$ cat config.mk
export PLATFORM = sky130hd
export DESIGN_NAME = riscv_retire_monitor
export DESIGN_NICKNAME = d
export VERILOG_FILES = /design/src/rtl/riscv_retire_monitor.sv
export SDC_FILE = /design/constraint.sdc
export NUM_CORES = 1
export LEC_CHECK = 0
export ABC_CLOCK_PERIOD_IN_PS = 4200
export BUFFER_PORTS_ARGS = -buffer_cell sky130_fd_sc_hd__buf_2
export CAP_MARGIN = 20
export CELL_PAD_IN_SITES_DETAIL_PLACEMENT = 0
export CELL_PAD_IN_SITES_GLOBAL_PLACEMENT = 1
export CORE_ASPECT_RATIO = 1.2
export CORE_MARGIN = 3
export CORE_UTILIZATION = 38
export CTS_CLUSTER_DIAMETER = 40
export CTS_CLUSTER_SIZE = 10
export DETAILED_ROUTE_END_ITERATION = 10
export GPL_TIMING_DRIVEN = 1
export PLACE_DENSITY_LB_ADDON = 0.25
export SYNTH_ARGS = -nofsm -noshare
export SYNTH_HDL_FRONTEND = slang
export SYNTH_SLANG_ARGS = --single-unit
$ cat constraint.sdc
create_clock -name CLK -period 4.2 [get_ports CLK]
set_input_delay 0.42 -clock CLK [delete_from_list [all_inputs] [get_ports CLK]]
set_output_delay 0.42 -clock CLK [all_outputs]
set_load 0.1 [all_outputs]
$ cat src/rtl/riscv_retire_monitor.sv
// Commit-side retire monitor: counts retired instructions, reports the last architectural result,
// detects the addi/jalr halt idiom and flags a retire watchdog timeout.
module riscv_retire_monitor #(
    parameter int          CNT_WIDTH  = 32,
    parameter logic [31:0] HALT_INST0 = 32'h00c00093,
    parameter logic [31:0] HALT_INST1 = 32'h00008067,
    parameter int          WDT_CYCLES = 1024
) (
    input  logic                 CLK,
    input  logic                 RSTn,
    input  logic                 RET_VALID,
    input  logic [31:0]          RET_INST,
    input  logic                 RET_RF_WE,
    input  logic [31:0]          RET_RF_WD,
    input  logic                 RET_BR_TAKEN,
    input  logic [11:0]          RET_MEM_ADDR,
    output logic [CNT_WIDTH-1:0] NUM_INST,
    output logic [31:0]          OUTPUT_PORT,
    output logic                 HALT,
    output logic                 WDT_ERR
);
    localparam int         WDT_W     = (WDT_CYCLES < 2) ? 1 : $clog2(WDT_CYCLES + 1);
    localparam logic [6:0] OP_BRANCH = 7'b1100011;
    localparam logic [6:0] OP_STORE  = 7'b0100011;

    typedef enum logic [1:0] {IDLE, ARMED, HALTED} state_t;

    state_t               state_q, state_d;
    logic [CNT_WIDTH-1:0] num_inst_q, num_inst_d;
    logic [31:0]          out_q, out_d;
    logic                 halt_q, halt_d;
    logic                 wdt_err_q, wdt_err_d;
    logic [WDT_W-1:0]     wdt_cnt_q, wdt_cnt_d;
    logic                 halt_hit, counted, timeout;

    always_comb begin
        halt_hit   = RET_VALID && (state_q == ARMED) && (RET_INST == HALT_INST1);
        counted    = RET_VALID && (state_q != HALTED) && !wdt_err_q && !halt_hit;
        timeout    = (WDT_CYCLES != 0) && (state_q != HALTED) && (wdt_cnt_q == WDT_W'(WDT_CYCLES));

        state_d    = state_q;
        num_inst_d = num_inst_q;
        out_d      = out_q;
        halt_d     = halt_q;
        wdt_err_d  = wdt_err_q;
        wdt_cnt_d  = wdt_cnt_q;

        if (counted) begin
            num_inst_d = num_inst_q + 1'b1;
            if (RET_RF_WE)                    out_d = RET_RF_WD;
            else if (RET_INST[6:0] == OP_BRANCH) out_d = {31'b0, RET_BR_TAKEN};
            else if (RET_INST[6:0] == OP_STORE)  out_d = {20'b0, RET_MEM_ADDR};
        end

        case (state_q)
            IDLE:    if (counted && RET_INST == HALT_INST0) state_d = ARMED;
            ARMED:   if (halt_hit)       state_d = HALTED;
                     else if (RET_VALID) state_d = (RET_INST == HALT_INST0) ? ARMED : IDLE;
            default: state_d = HALTED;
        endcase

        // A completed halt idiom wins over a simultaneous timeout and leaves WDT_ERR clear.
        if (halt_hit) begin
            halt_d = 1'b1;
        end else if (timeout) begin
            state_d   = HALTED;
            halt_d    = 1'b1;
            wdt_err_d = 1'b1;
        end

        if (WDT_CYCLES != 0 && state_q != HALTED) begin
            if (RET_VALID)                            wdt_cnt_d = '0;
            else if (wdt_cnt_q != WDT_W'(WDT_CYCLES)) wdt_cnt_d = wdt_cnt_q + 1'b1;
        end
    end

    always_ff @(posedge CLK) begin
        if (!RSTn) begin
            state_q    <= IDLE;
            num_inst_q <= '0;
            out_q      <= '0;
            halt_q     <= 1'b0;
            wdt_err_q  <= 1'b0;
            wdt_cnt_q  <= '0;
        end else begin
            state_q    <= state_d;
            num_inst_q <= num_inst_d;
            out_q      <= out_d;
            halt_q     <= halt_d;
            wdt_err_q  <= wdt_err_d;
            wdt_cnt_q  <= wdt_cnt_d;
        end
    end

    assign NUM_INST    = num_inst_q;
    assign OUTPUT_PORT = out_q;
    assign HALT        = halt_q;
    assign WDT_ERR     = wdt_err_q;
endmodule
==> metrics.md, run 1 <==
| Metric | Value |
|---|---|
| Worst slew pin tran | `0.7660 ns` |
| Hold path start | `RET_RF_WD[21]` |
| GRT Total Usage | `0.1979` |
| Min cycle time layout | `2.372 ns` |
| Hold buffer count at cts | `0` |
| Complex-gate fraction of the synthesized area | `0.2355` |
| Setup Fix Bufs, Post-CTS | `0` |
| Placed cells | `653` |
| Die X | `96.24 um` |
| Clock sink total | `79` |
| Synth Area in XOR/XNOR | `0.01651` |
| Top cell type's share of synthesized area | `0.4259` |
| Psw | `0.5100 mW` |
| CTS tree | `built` |
| Gate power share | `0.162` |
| RSZ-0062 raised after global routing | `no` |
| Largest net degree at the start of global routing | `44` |
| Root Buffer | `clkbuf_8` |
| Worst Setup Path Type | `in -> reg` |
| Routed WL | `10.91 mm` |
| Row Count | `38` |
| Hold depth | `2` |
| Pint | `1.249 mW` |
| Register-to-register setup slack | `1.84 ns` |
| Layout cells sized above 1 | `0.3279` |
| Worst Path Required | `4.45 ns` |
| Status | `complete, no violations` |
| Distinct cells, synth | `55` |
| Cell count after synthesis | `409` |
| Clk_lat worst skew | `0.36 ns` |
| Worst vdd ir | `0.1651 mV` |
| Multiplexer area fraction after synthesis | `0.01381` |
| Mapped Area | `3714 um2` |
| DIE HEIGHT | `114.3 um` |
| Sequential area share after synthesis | `0.4259` |
| Global placement routability congestion | `0.7650` |
| Starting density of the core | `0.4005` |
| Fmax | `421.5 MHz` |
| Async S/R FF share, synth | `0` |
| Initial DRT Pass Iterations | `4` |
| Synth Area in Adders | `0.01011` |
| First-pass GRT wire length | `17.04 mm` |
| Fin worst setup slack | `1.828 ns` |
| Nets | `628` |
| CP Data Arrival Time | `2.63 ns` |
| ANT cells | `0` |
| Initial antenna violation count | `0` |
| Setup_tns | `0 ns` |
| DIE AREA | `11000 um2` |
| Reg-to-Reg End | `OUTPUT_PORT[23]$_SDFFE_PN0P_` |
| Flops & latches, synth | `79` |
| Mapped Nets | `493` |
| Layout Cells excl Fill | `669` |
| Post-route ant nets | `0` |
| Post-route DRC | `0` |
| H-tree depth | `3` |
| Worst Hold Class | `in -> reg` |
| Most frequent cells after synthesis | `dfxtp_1, a21oi_1, nand2_1, a22o_1` |
| Post-synthesis simple-gate area fraction | `0.2500` |
| Nature of the critical path endpoint | `flop` |
| Final Hold Fails | `0` |
| Worst hold slack | `0.2735 ns` |
| R2R cell count | `5` |
| Layout area overhead | `27.43%` |
| Vias | `3758` |
| Post-CTS Resized | `0` |
| Relative slew slack | `0.4894` |
| Clock Skews | `0.007467 ns` |
| Synth Flop Type | `dfxtp_1` |
| Top post-synthesis cells by area | `dfxtp_1, a21oi_1, a22o_1, o31ai_1, or4_1` |
| Switching Fraction | `0.2900` |
| Sequential share of power | `0.444` |
| Num CTS Buffers | `9` |
| Reg-to-Reg Start | `state_q[1]$_SDFF_PN0_` |
| Tcrit/Tclk final | `0.5649` |
| Drt initial violations | `126` |
| Setup violations, final | `0` |
| MaxCap Viol Count | `0` |
| Worst slack at placement | `1.458 ns` |
| # fillers | `932` |
| Number of synthesized flops with an enable pin | `0` |
| Lkg Pwr | `1.954 nW` |
| Longest Clk Path Bufs | `2` |
| Synth Warn # | `0` |
| Vias per cell | `5.617` |
| Slew Limit Fails | `0` |
| # port buffers | `146` |
| PD cells | `371.7 nW/um2` |
| Count leader, synth | `dfxtp_1` |
| Dpl hpwl | `8.030 mm` |
| Largest family of logic cells by synthesized area | `simple AND/OR/NAND/NOR gates` |
| Total grt overflow | `0` |
| Cell taking the most area after synthesis | `dfxtp_1` |
| Boundary pin count | `147` |
| Vias in the first global route | `3468` |
| Clock Pin Slew Worst Setup and Hold Paths | `0.08 ns` |
| WL/cell | `16.30 um` |
| CP Launch Type | `input port` |
| CP max FO | `20` |
| Clock share of power | `0.393` |
| Hold endpoint | `OUTPUT_PORT[21]$_SDFFE_PN0P_` |
| Syn_area_per_cell | `9.080 um2` |
| Core area | `9271 um2` |
registers in the layout, summed over array words and instances, names as in the netlist:
name         cells
HALT             1
NUM_INST        32
OUTPUT_PORT     32
WDT_ERR          1
state_q          2
wdt_cnt_q       11
cell families (layout without fill, tap and decap cells):
| group | Yosys count | after routing |
|---|---|---|
| AO/OA/AOI/OAI | 128 | 128 |
| multiplexers | 5 | 5 |
| AND/OR/NAND/NOR | 151 | 151 |
| flip-flops | 79 | 79 |
| buffers and inverters | 36 | 176 |
| XOR/XNOR | 7 | 7 |
| adder cells (fa/ha/maj) | 3 | 3 |
cells in the final DEF, fill, tap and decap left out, types with 3 or more instances in the layout:
master	count
o31ai_1	19
bufinv_16	3
mux2i_1	4
and4_1	3
nand3_1	14
nor2_1	14
and3_1	5
or4_1	19
a22o_1	20
a21oi_1	44
or3_1	6
a211oi_1	11
buf_2	146
ha_1	3
o31a_1	4
xnor2_1	5
clkbuf_8	10
buf_4	5
inv_1	8
a22oi_1	11
nor3_1	8
nand4_1	13
dfxtp_1	79
nor4_1	11
nand2b_1	7
o21ai_0	10
nand4bb_1	3
nand2_1	30
layer usage:
metal  track usage  up-vias  share of wire
met4       0.07780        0          0.022
met2        0.3284       95           0.50
met1        0.2448     1801           0.42
li1              -     1843              -
met3       0.04602       19          0.058
met5             0        -              0
final cells by class:
class | instances | area, um2 | area share
Sequential cell | 79 | 1582 | 0.3342
Multi-Input combinational cell | 294 | 1953 | 0.4127
Inverter | 9 | 33.78 | 0.007139
Clock buffer | 10 | 137.6 | 0.02909
Timing Repair Buffer | 151 | 768.2 | 0.1623
Clock inverter | 6 | 107.6 | 0.02274
Tap cell | 120 | 150.1 | 0.03173
metrics by stage:
| step | util | cell area, um2 | power [mW] |
|---|---|---|---|
| 5_1_grt | 0.5104 | 4732 | 1.831 |
| 2_1_floorplan | - | 3714 | 1.013 |
| 3_3_place_gp | 0.4839 | 4487 | 1.084 |
| 4_1_cts | 0.5104 | 4732 | 1.778 |
| 3_5_place_dp | 0.4839 | 4487 | 1.086 |
| 6_report | 0.5104 | 4732 | 1.759 |
power groups by stage:
stage	clock, mW	sequential, mW	combinational [mW]
CTS	0.709	0.782	0.288
global route	0.743	0.785	0.303
global placement	0	0.799	0.285
detailed placement	0	0.799	0.287
floorplan	0	0.940	0.0728
finish	0.692	0.781	0.285
worst max path at each step:
stage,from,end,slack [ns],cells past startpoint
after floorplan,NUM_INST[4]$_SDFFE_PN0P_,NUM_INST[23]$_SDFFE_PN0P_,1.44,5
after global placement,RET_INST[26],OUTPUT_PORT[17]$_SDFFE_PN0P_,1.53,6
after detailed placement,RET_INST[26],OUTPUT_PORT[24]$_SDFFE_PN0P_,1.46,6
after CTS,NUM_INST[3]$_SDFFE_PN0P_,NUM_INST[31]$_SDFFE_PN0P_,1.84,5
after global routing,state_q[1]$_SDFF_PN0_,OUTPUT_PORT[29]$_SDFFE_PN0P_,1.67,5
final,RET_INST[26],OUTPUT_PORT[23]$_SDFFE_PN0P_,1.83,6
critical path, cell delays in order:
cell and delay, ns:
buf_2 0.11, nor4_1 0.45, nand4_1 0.37, o31a_1 0.64
and3_4 0.39, a22o_1 0.25
(Power assumes the default switching activity.)
==> run 2: changes to the inputs <==
--- a/config.mk
+++ b/config.mk
@@ -5,14 +5,15 @@
 export SDC_FILE = /design/constraint.sdc
 export NUM_CORES = 1
 export LEC_CHECK = 0
-export ABC_CLOCK_PERIOD_IN_PS = 4200
+export ABC_AREA = 1
+export ABC_CLOCK_PERIOD_IN_PS = 1900
 export BUFFER_PORTS_ARGS = -buffer_cell sky130_fd_sc_hd__buf_2
 export CAP_MARGIN = 20
 export CELL_PAD_IN_SITES_DETAIL_PLACEMENT = 0
 export CELL_PAD_IN_SITES_GLOBAL_PLACEMENT = 1
 export CORE_ASPECT_RATIO = 1.2
 export CORE_MARGIN = 3
-export CORE_UTILIZATION = 38
+export CORE_UTILIZATION = 31
 export CTS_CLUSTER_DIAMETER = 40
 export CTS_CLUSTER_SIZE = 10
 export DETAILED_ROUTE_END_ITERATION = 10
==> constraint.sdc (replaced) <==
create_clock -name CLK -period 1.9 [get_ports CLK]
set_input_delay 0.19 -clock CLK [delete_from_list [all_inputs] [get_ports CLK]]
set_output_delay 0.19 -clock CLK [all_outputs]
set_load 0.1 [all_outputs]
==> metrics.md, run 2 <==
| Metric | Value |
|---|---|
| Layout area overhead | `27.34%` |
| Top post-synthesis cells by area | `dfxtp_1, nand2_1, nor2_1, inv_1, a21oi_1` |
| Num CTS Buffers | `9` |
| Number of synthesized flops with an enable pin | `0` |
| Global placement routability congestion | `0.7755` |
| CP Launch Type | `flop` |
| Largest net degree at the start of global routing | `55` |
| Worst slew pin tran | `0.5131 ns` |
| Setup violations, final | `0` |
| Most common cell after layout, fill and taps aside | `nand2_1` |
| Reg-to-Reg End | `wdt_cnt_q[8]$_SDFFE_PN0P_` |
| RSZ-0062 raised after global routing | `no` |
| Count leader, synth | `nand2_1` |
| Util after Layout | `0.4071` |
| Nets | `1003` |
| GRT Total Usage | `0.1650` |
| Worst path slowest cell | `dfxtp_1` |
| Relative slew slack | `0.6603` |
| Mapped Nets | `859` |
| Worst Hold Class | `in -> reg` |
| R2R cell count | `11` |
| Top cell type's share of synthesized area | `0.3418` |
| Tcrit/Tclk final | `0.8587` |
| Die X | `117.5 um` |
| Cell count after synthesis | `775` |
| Worst Path Required | `2.14 ns` |
| Hold buffer count at cts | `0` |
| Syn_area_per_cell | `5.970 um2` |
| Reg-to-Reg Start | `wdt_cnt_q[0]$_SDFFE_PN0P_` |
| Fmax | `612.9 MHz` |
| Post-route DRC | `0` |
| Row Count | `48` |
| Vias | `4927` |
| Initial DRT Pass Iterations | `4` |
| M2 GR Usage | `0.2887` |
| WL/cell | `11.91 um` |
| Dpl hpwl | `10.12 mm` |
| Min cycle time layout | `1.632 ns` |
| ANT cells | `0` |
| Delay-heaviest family, CP | `simple AND/OR/NAND/NOR gates` |
| Synth Flop Type | `dfxtp_1` |
| Root Buffer | `clkbuf_16` |
| PD cells | `691.9 nW/um2` |
| Setup Fix Bufs, Post-CTS | `0` |
| Vias in the first global route | `4712` |
| Cell taking the most area after synthesis | `dfxtp_1` |
| MaxCap Viol Count | `0` |
| Crit. path cell count | `11` |
| GR Util met1 | `0.1950` |
| Starting density of the core | `0.3197` |
| H-tree depth | `3` |
| Core area | `14470 um2` |
| Cell repeated most along the worst path | `nand2_1` |
| Boundary pin count | `147` |
| Total grt overflow | `0` |
| # port buffers | `146` |
| Initial antenna violation count | `0` |
| Longest Clk Path Bufs | `2` |
| Flops & latches, synth | `79` |
| Layout Cells excl Fill | `1123` |
| Placed inst area | `5615 um2` |
| Crit-path cells | `inv_1 > ha_1 > nand2_1 > nor3_1 > nand2_1 > nand2_1 > nand2_1 > nand3_1 > nand2_1 > nand2_1 > nor2_1` |
| Register-to-register setup slack | `0.27 ns` |
| Distinct cells, synth | `27` |
| Nature of the critical path endpoint | `flop` |
| Clock Skews | `0.006125 ns` |
| Setup_tns | `0 ns` |
| GR peak layer | `met2` |
| Slew Limit Fails | `0` |
| DIE HEIGHT | `139.8 um` |
| Post-CTS Resized | `0` |
| CTS tree | `built` |
| Clock sink total | `79` |
| DIE AREA | `16430 um2` |
| Lkg Pwr | `2.911 nW` |
| Worst Setup Path Type | `reg -> reg` |
| Crit path launch | `wdt_cnt_q[0]$_SDFFE_PN0P_` |
| Vias per cell | `4.387` |
| Routed WL | `13.37 mm` |
| Final Hold Fails | `0` |
| Placed cells | `1108` |
| Layout cells sized above 1 | `0.2243` |
| Critical Path End | `wdt_cnt_q[8]$_SDFFE_PN0P_` |
| Most frequent cells in the layout | `nand2_1, buf_2, nor2_1, inv_1` |
| CP Data Arrival Time | `1.87 ns` |
| Async S/R FF share, synth | `0` |
| Max incr delay on CP | `0.32 ns` |
| Synth Warn # | `0` |
| Status | `complete, no violations` |
| Clock Pin Slew Worst Setup and Hold Paths | `0.06 ns` |
| Crit path buffers/inverters | `1` |
| Most frequent cells after synthesis | `nand2_1, nor2_1, inv_1, dfxtp_1, a21oi_1` |
| Met3 usage | `0.04756` |
| Design area | `5892 um2` |
| Worst vdd ir | `0.3247 mV` |
| Mapped Area | `4627 um2` |
| Post-route ant nets | `0` |
| CP max FO | `10` |
| Sequential area share after synthesis | `0.3418` |
| First-pass GRT wire length | `22.35 mm` |
| Clk_lat worst skew | `0.34 ns` |
| Drt initial violations | `208` |
[run 2: cell types whose count changed after synthesis, sizes merged, moves of 11 or more]
| cell | delta |
|---|---|
| a22o | -20 |
| or4 | -20 |
| inv | +77 |
| nor4 | -13 |
| nand3 | +16 |
| nand2 | +289 |
| o31ai | -20 |
| a211oi | -11 |
| nand3b | +11 |
| nor2 | +104 |
| a21oi | +15 |
[run 2: layout make-up]
class / count / area, um2
fill: 1642 / 8582
clock buffer: 12 / 256.5
timing repair buffer: 158 / 858.3
inverter: 85 / 319.1
sequential: 79 / 1612
multi-input combinational: 586 / 2576
clock inverter: 3 / 20.02
tap: 200 / 250.2
[run 2: worst register-to-register path: stages, from the launching register on]
cell and delay (ns):
dfxtp_1 0.32, inv_1 0.09, ha_1 0.15, nand2_1 0.05
nor3_1 0.19, nand2_1 0.10, nand2_1 0.11, nand2_1 0.21
nand3_1 0.16, nand2_1 0.06, nand2_1 0.05, nor2_1 0.03
[run 2: how the worst min path moves through the flow]
stage                     slack, ns  depth (start not counted)                         start                            to
after global routing           0.18                          5                 RET_RF_WD[13]  OUTPUT_PORT[13]$_SDFFE_PN0P_
after global placement         0.45                          2  OUTPUT_PORT[25]$_SDFFE_PN0P_  OUTPUT_PORT[25]$_SDFFE_PN0P_
final                          0.17                          5                  RET_RF_WD[6]   OUTPUT_PORT[6]$_SDFFE_PN0P_
after floorplan                0.37                          3                     RET_VALID     wdt_cnt_q[4]$_SDFFE_PN0P_
after CTS                      0.16                          5                  RET_RF_WD[3]   OUTPUT_PORT[3]$_SDFFE_PN0P_
after detailed placement       0.45                          2  OUTPUT_PORT[27]$_SDFFE_PN0P_  OUTPUT_PORT[27]$_SDFFE_PN0P_
[run 2: metrics by stage]
step                      power [mW]  setup WS [ns]  hold slack [ns]
final                          4.077         0.2685           0.1738
after global routing           4.288        0.02817           0.1760
after CTS                      4.147         0.2569           0.1608
after detailed placement       2.486         0.1826           0.4504
after global placement         2.487         0.1893           0.4455
after floorplan                2.295       0.001729           0.3690
[run 2: power by group]
| part | internal, mW | leakage, nW | switching (mW) |
|---|---|---|---|
| sequential | 1.70 | 0.652 | 0.0254 |
| combinational | 0.179 | 2.13 | 0.535 |
| clock | 0.947 | 0.131 | 0.689 |
| total | 2.83 | 2.91 | 1.25 |
[run 2: kinds of logic (layout without fill, tap and decap cells)]
logic type | count (synthesis) | count (layout) | share of synthesized area
flops | 79 | 79 | 0.3418
fa+ha+maj | 3 | 3 | 0.008113
simple gates | 499 | 499 | 0.4443
compound gates | 68 | 68 | 0.07409
xor+xnor | 16 | 16 | 0.03029
buf+inv | 110 | 258 | 0.1014
[run 2: metal layers]
layer	wire length (um)	part of all wire	vias up
met1	5890	0.44	2118
met5	0	0	-
met4	204	0.015	0
li1	-	-	2672
met2	6401	0.48	125
met3	876	0.066	12
